--- config.mk ---
export PLATFORM = sky130hd
export DESIGN_NAME = gray_counter_arbiter
export DESIGN_NICKNAME = d
export VERILOG_FILES = /design/src/rtl/gray_counter_arbiter.sv
export SDC_FILE = /design/constraint.sdc
export NUM_CORES = 1
export LEC_CHECK = 0
export ABC_CLOCK_PERIOD_IN_PS = 2200
export BUFFER_PORTS_ARGS = -buffer_cell sky130_fd_sc_hd__buf_4
export CORE_ASPECT_RATIO = 1.25
export CORE_UTILIZATION = 35
export DETAILED_ROUTE_END_ITERATION = 8
export PLACE_DENSITY = 0.7
export SYNTH_ARGS = -nofsm -noshare
export SYNTH_HDL_FRONTEND = slang
export SYNTH_SLANG_ARGS = --single-unit
--- constraint.sdc ---
create_clock -name CLK -period 2.2 [get_ports CLK]
set_input_delay 0.33 -clock CLK [delete_from_list [all_inputs] [get_ports CLK]]
set_output_delay 0.33 -clock CLK [all_outputs]
set_load 0.005 [all_outputs]
--- src/rtl/gray_counter_arbiter.sv ---
// Round-robin arbiter that serialises increment/decrement/write requests onto
// one shared gray counter, one operation in flight, with a completion report.
module gray_counter_arbiter #(
  parameter int width = 10,
  parameter int NREQ  = 4,
  parameter int WRAP  = 1,
  localparam int IDW  = $clog2(NREQ)
) (
  input  logic                  CLK,
  input  logic                  nRST,
  input  logic [NREQ-1:0]       req__ENA_i,
  input  logic [2*NREQ-1:0]     req_op_i,
  input  logic [NREQ*width-1:0] req_v_i,
  output logic [NREQ-1:0]       req__RDY_o,
  output logic                  cnt_increment__ENA_o,
  output logic                  cnt_decrement__ENA_o,
  output logic                  cnt_writeBin__ENA_o,
  output logic                  cnt_writeGray__ENA_o,
  output logic [width-1:0]      cnt_writeBin_v_o,
  output logic [width-1:0]      cnt_writeGray_v_o,
  input  logic [width-1:0]      cnt_readBin_i,
  output logic                  done__ENA_o,
  output logic [IDW-1:0]        done_id_o,
  output logic [width-1:0]      done_value_o,
  output logic                  done_err_o
);

  localparam int IW = IDW + 1;

  // state  | meaning
  // IDLE   | grant offered to first requester at/after rr pointer
  // ISSUE  | one strobe to the counter (none if saturated)
  // RESP   | done pulse with post-op counter value
  typedef enum logic [1:0] {S_IDLE = 2'd0, S_ISSUE = 2'd1, S_RESP = 2'd2} state_t;

  state_t           state_q, state_d;
  logic [IDW-1:0]   rr_q, rr_d;
  logic [IDW-1:0]   id_q, id_d;
  logic [1:0]       op_q, op_d;
  logic [width-1:0] v_q, v_d;
  logic             err_q, err_d;
  logic [IDW-1:0]   done_id_q;
  logic [width-1:0] done_val_q;
  logic             done_err_q;

  logic [NREQ-1:0]  grant;
  logic [IDW-1:0]   grant_id;
  logic             grant_vld;
  logic             sat_block;
  logic             done_ena;

  always_comb begin
    logic [IW-1:0] idx;
    grant     = '0;
    grant_id  = '0;
    grant_vld = 1'b0;
    idx       = '0;
    for (int k = 0; k < NREQ; k++) begin
      idx = {1'b0, rr_q} + IW'(k);
      if (idx >= IW'(NREQ)) idx = idx - IW'(NREQ);
      if (!grant_vld && req__ENA_i[idx[IDW-1:0]]) begin
        grant_vld = 1'b1;
        grant_id  = idx[IDW-1:0];
      end
    end
    if (grant_vld) grant[grant_id] = 1'b1;
  end

  // Saturating mode refuses to move past either end of the counter range.
  assign sat_block = (WRAP == 0) &&
                     ((op_q == 2'd0 && cnt_readBin_i == '1) ||
                      (op_q == 2'd1 && cnt_readBin_i == '0));

  always_ff @(posedge CLK) begin
    if (!nRST) begin
      state_q    <= S_IDLE;
      rr_q       <= '0;
      id_q       <= '0;
      op_q       <= '0;
      v_q        <= '0;
      err_q      <= 1'b0;
      done_id_q  <= '0;
      done_val_q <= '0;
      done_err_q <= 1'b0;
    end else begin
      state_q <= state_d;
      rr_q    <= rr_d;
      id_q    <= id_d;
      op_q    <= op_d;
      v_q     <= v_d;
      err_q   <= err_d;
      if (state_q == S_RESP) begin
        done_id_q  <= id_q;
        done_val_q <= cnt_readBin_i;
        done_err_q <= err_q;
      end
    end
  end

  always_comb begin
    state_d = state_q;
    rr_d    = rr_q;
    id_d    = id_q;
    op_d    = op_q;
    v_d     = v_q;
    err_d   = err_q;
    case (state_q)
      S_IDLE: begin
        if (grant_vld) begin
          id_d    = grant_id;
          op_d    = req_op_i[2*grant_id +: 2];
          v_d     = req_v_i[grant_id*width +: width];
          rr_d    = (grant_id == IDW'(NREQ-1)) ? '0 : grant_id + IDW'(1);
          err_d   = 1'b0;
          state_d = S_ISSUE;
        end
      end
      S_ISSUE: begin
        err_d   = sat_block;
        state_d = S_RESP;
      end
      S_RESP:  state_d = S_IDLE;
      default: state_d = S_IDLE;
    endcase
  end

  // Outputs are masked while nRST is low so an abandoned op emits nothing.
  always_comb begin
    req__RDY_o           = '0;
    cnt_increment__ENA_o = 1'b0;
    cnt_decrement__ENA_o = 1'b0;
    cnt_writeBin__ENA_o  = 1'b0;
    cnt_writeGray__ENA_o = 1'b0;
    done_ena             = 1'b0;
    if (nRST) begin
      case (state_q)
        S_IDLE:  req__RDY_o = grant;
        S_ISSUE: begin
          if (!sat_block) begin
            case (op_q)
              2'd0:    cnt_increment__ENA_o = 1'b1;
              2'd1:    cnt_decrement__ENA_o = 1'b1;
              2'd2:    cnt_writeBin__ENA_o  = 1'b1;
              default: cnt_writeGray__ENA_o = 1'b1;
            endcase
          end
        end
        S_RESP:  done_ena = 1'b1;
        default: done_ena = 1'b0;
      endcase
    end
  end

  assign cnt_writeBin_v_o  = v_q;
  assign cnt_writeGray_v_o = v_q;
  assign done__ENA_o       = done_ena;
  assign done_id_o         = done_ena ? id_q          : done_id_q;
  assign done_value_o      = done_ena ? cnt_readBin_i : done_val_q;
  assign done_err_o        = done_ena ? err_q         : done_err_q;

endmodule

==> flow_metrics.tcl <==
set metrics [dict create \
    period_share 0.938 \
    synth_common_cells "dfxtp_1 (30), mux2i_1 (26), nand2_1 (15)" \
    max_cap_viol_count 0 \
    antenna_found_initial 0 \
    start_util 0.364 \
    antenna_cells 0 \
    p_comb_frac 0.347 \
    total_power_mw 1.72 \
    hold_viol 0 \
    root_buffer "clkbuf_8" \
    postCtsHoldBufs 0 \
    post-cts-setup-buffers 0 \
    slew_violations 0 \
    netSwitchingPower_mw 0.500 \
    critical_path.max_stage_delay_ps 380 \
    power.leakage_nw 1.25 \
    fmax_mhz 485 \
    grt_pass1_vias 1460 \
    worstMarginPinSlew_ps 820 \
    clk_latency_ps 280 \
    die_w_microns 65.0 \
    area_growth_pct 50.0 \
    critical_path.startpoint_type "flop" \
    critical_path_class "reg -> out" \
    cts_resized 0 \
    drive_gt1_frac 0.558 \
    grt_usage 0.165 \
    grt_pass1_wl_mm 6.56 \
    yosysSeqAreaShare 0.346 \
    rsz0062_at_grt "no" \
    required_ps 1870 \
    syn_nets 232 \
    ys_ff_latch 30 \
    drt_iter0_markers 38 \
    pwr-share-clk 0.262 \
    dp_hpwl_mm 3.21 \
    setup_tns_ps 0 \
    wirelength_mm 4.09 \
    syn_area_sq_um 1730 \
    crit_family "simple AND/OR/NAND/NOR gates" \
    skew_ps 5.88 \
    status "complete, no violations" \
    io_pins 106 \
    syn_inst 167 \
    htreeDepth 2 \
    synth.distinct_cells 35 \
    powerDensity_nw_per_um2 660 \
    clockBufferDepth 2 \
    cp_cell_sequence "nand2b_1 > a21oi_1 > a211oi_2 > nand2b_4 > nor2_1 > buf_4" \
    grt_overflow 0 \
    dp_slack_ps 263 \
    gp_congestion 0.759 \
    netlist.area_leader.share 0.346 \
    layout.nets 329 \
    hold_path_class "in -> reg" \
    fin_ws_ps 136 \
    switching_share 0.291 \
    die_area_sq_um 5240 \
    power_frac_seq 0.391 \
    period_needed_ps 2060 \
    yosys.area.top_type "dfxtp_1" \
    dr.pass1.iters 3 \
    coreArea_sq_um 4760 \
    post_drt_via_cell_ratio 4.84 \
    drc_errors 0 \
    arrival_ps 1730 \
    cp_num_buf_inv 1 \
    port_buffers 104 \
    path_max_fanout 8 \
    grt_max_degree 26 \
    yosysMostFrequentCell "dfxtp_1" \
    cts_buffers 5 \
    worstSetupEndpointType "output port" \
    path_clk_slew_ps 70 \
    cts_tree "done" \
    setup_viol 0 \
    antenna_left 0 \
    crit_slowest_cell "dfxtp_1" \
    slew_headroom 0.452 \
    yosysWarnings 0 \
    syn_avg_cell_area_sq_um 10.4 \
    wl_per_cell_microns 12.6 \
    synth_edf_count 0 \
    num_vias 1573 \
    rows 28 \
    async_flop_share 0 \
    synthFlopType "dfxtp_1" \
    die_h_microns 80.7 \
    clkSinkCount 30 \
    synthTopCellsByArea "dfxtp_1 (35%), mux2i_1 (15%), o221ai_2 (8.7%)" \
    intPower_mw 1.22 \
    vdd_drop_max_v 0.000350 \
]
-- worst reg2reg max path, cell delays in order (launching register included) --
cell      delay, ps
dfxtp_1         380
nand2b_1        140
a21oi_1          80
a211oi_2        360
nand2b_4        300
buf_4           200
o221ai_1        140
-- cells in the final DEF (no fill, tap or decap), types with 2 or more instances in the layout --
cell      Yosys  routed
a21boi_0      2       2
a21oi_1       3       3
nor2b_1       3       3
dfxtp_1      30      30
and3_1        3       3
mux2_2       12      12
nor2_1        4       4
o221ai_2     10      10
mux2i_1      26      26
o221ai_1      2       2
inv_1         4       4
clkbuf_8      0       6
buf_4        13     110
nand2_1      15      15
nand2b_1      3       3
a22o_1       12      12
-- flip-flops by register name, indices dropped and copies added, names as in the netlist --
signal,count
id_q,2
state_q,2
rr_q,2
op_q,2
done_val_q,10
done_id_q,2
cnt_writeBin_v_o,10
-- layout make-up --
type	instances	area [sq um]
fill	453	2160
clock inverter	1	5.00
inverter	5	18.8
timing repair buffer	111	846
sequential	30	601
multi-input combinational	111	970
tap	60	75.1
clock buffer	7	86.3
-- per-layer routing --
layer  vias to the layer above  global-route usage  routed length [microns]
li1                        793                   -                        -
met1                       688               0.183                     1680
met2                        86               0.284                     1950
met3                         6              0.0597                      400
met4                         0              0.0600                       58
met5                         -                   0                        0
-- power groups by stage --
stage                     clock, mW  combinational [mW]  sequential (mW)
final                         0.450               0.595            0.671
after global routing          0.487               0.646            0.683
after CTS                     0.464               0.607            0.672
after detailed placement          0               0.607            0.681
after global placement            0               0.597            0.681
after floorplan                   0               0.366            0.670
-- path summary, 6_finish.rpt --
check | cells after the start | to | slack, ps | from
min reg2reg | 1 | done_val_q[6] | 470 | done_val_q[6]
max | 6 | req__RDY_o[0] | 140 | rr_q[0]
max reg2reg | 6 | cnt_writeBin_v_o[4] | 480 | rr_q[0]
min | 2 | done_val_q[4] | 280 | cnt_readBin_i[4]
-- metrics by stage --
| step | cells | hold slack (ps) | util | area, sq um |
|---|---|---|---|---|
| floorplan | 167 | 438 | - | 1730 |
| global placement | 317 | 454 | 0.527 | 2510 |
| detailed placement | 317 | 455 | 0.527 | 2510 |
| CTS | 325 | 276 | 0.546 | 2600 |
| global route | 325 | 278 | 0.546 | 2600 |
| finish | 325 | 284 | 0.546 | 2600 |
-- kinds of logic (layout without fill, tap and decap cells) --
group / Yosys count / in the layout / share of synthesized area
adders and majority gates: 1 / 1 / 0.00721
buffers and inverters: 26 / 124 / 0.0945
DFF: 30 / 30 / 0.346
muxes: 38 / 38 / 0.228
other: 1 / 1 / 0.00216
and+or+nand+nor: 36 / 36 / 0.109
AOI/OAI and AO/OA: 35 / 35 / 0.213
No activity file was read; power rests on OpenSTA's default activity.
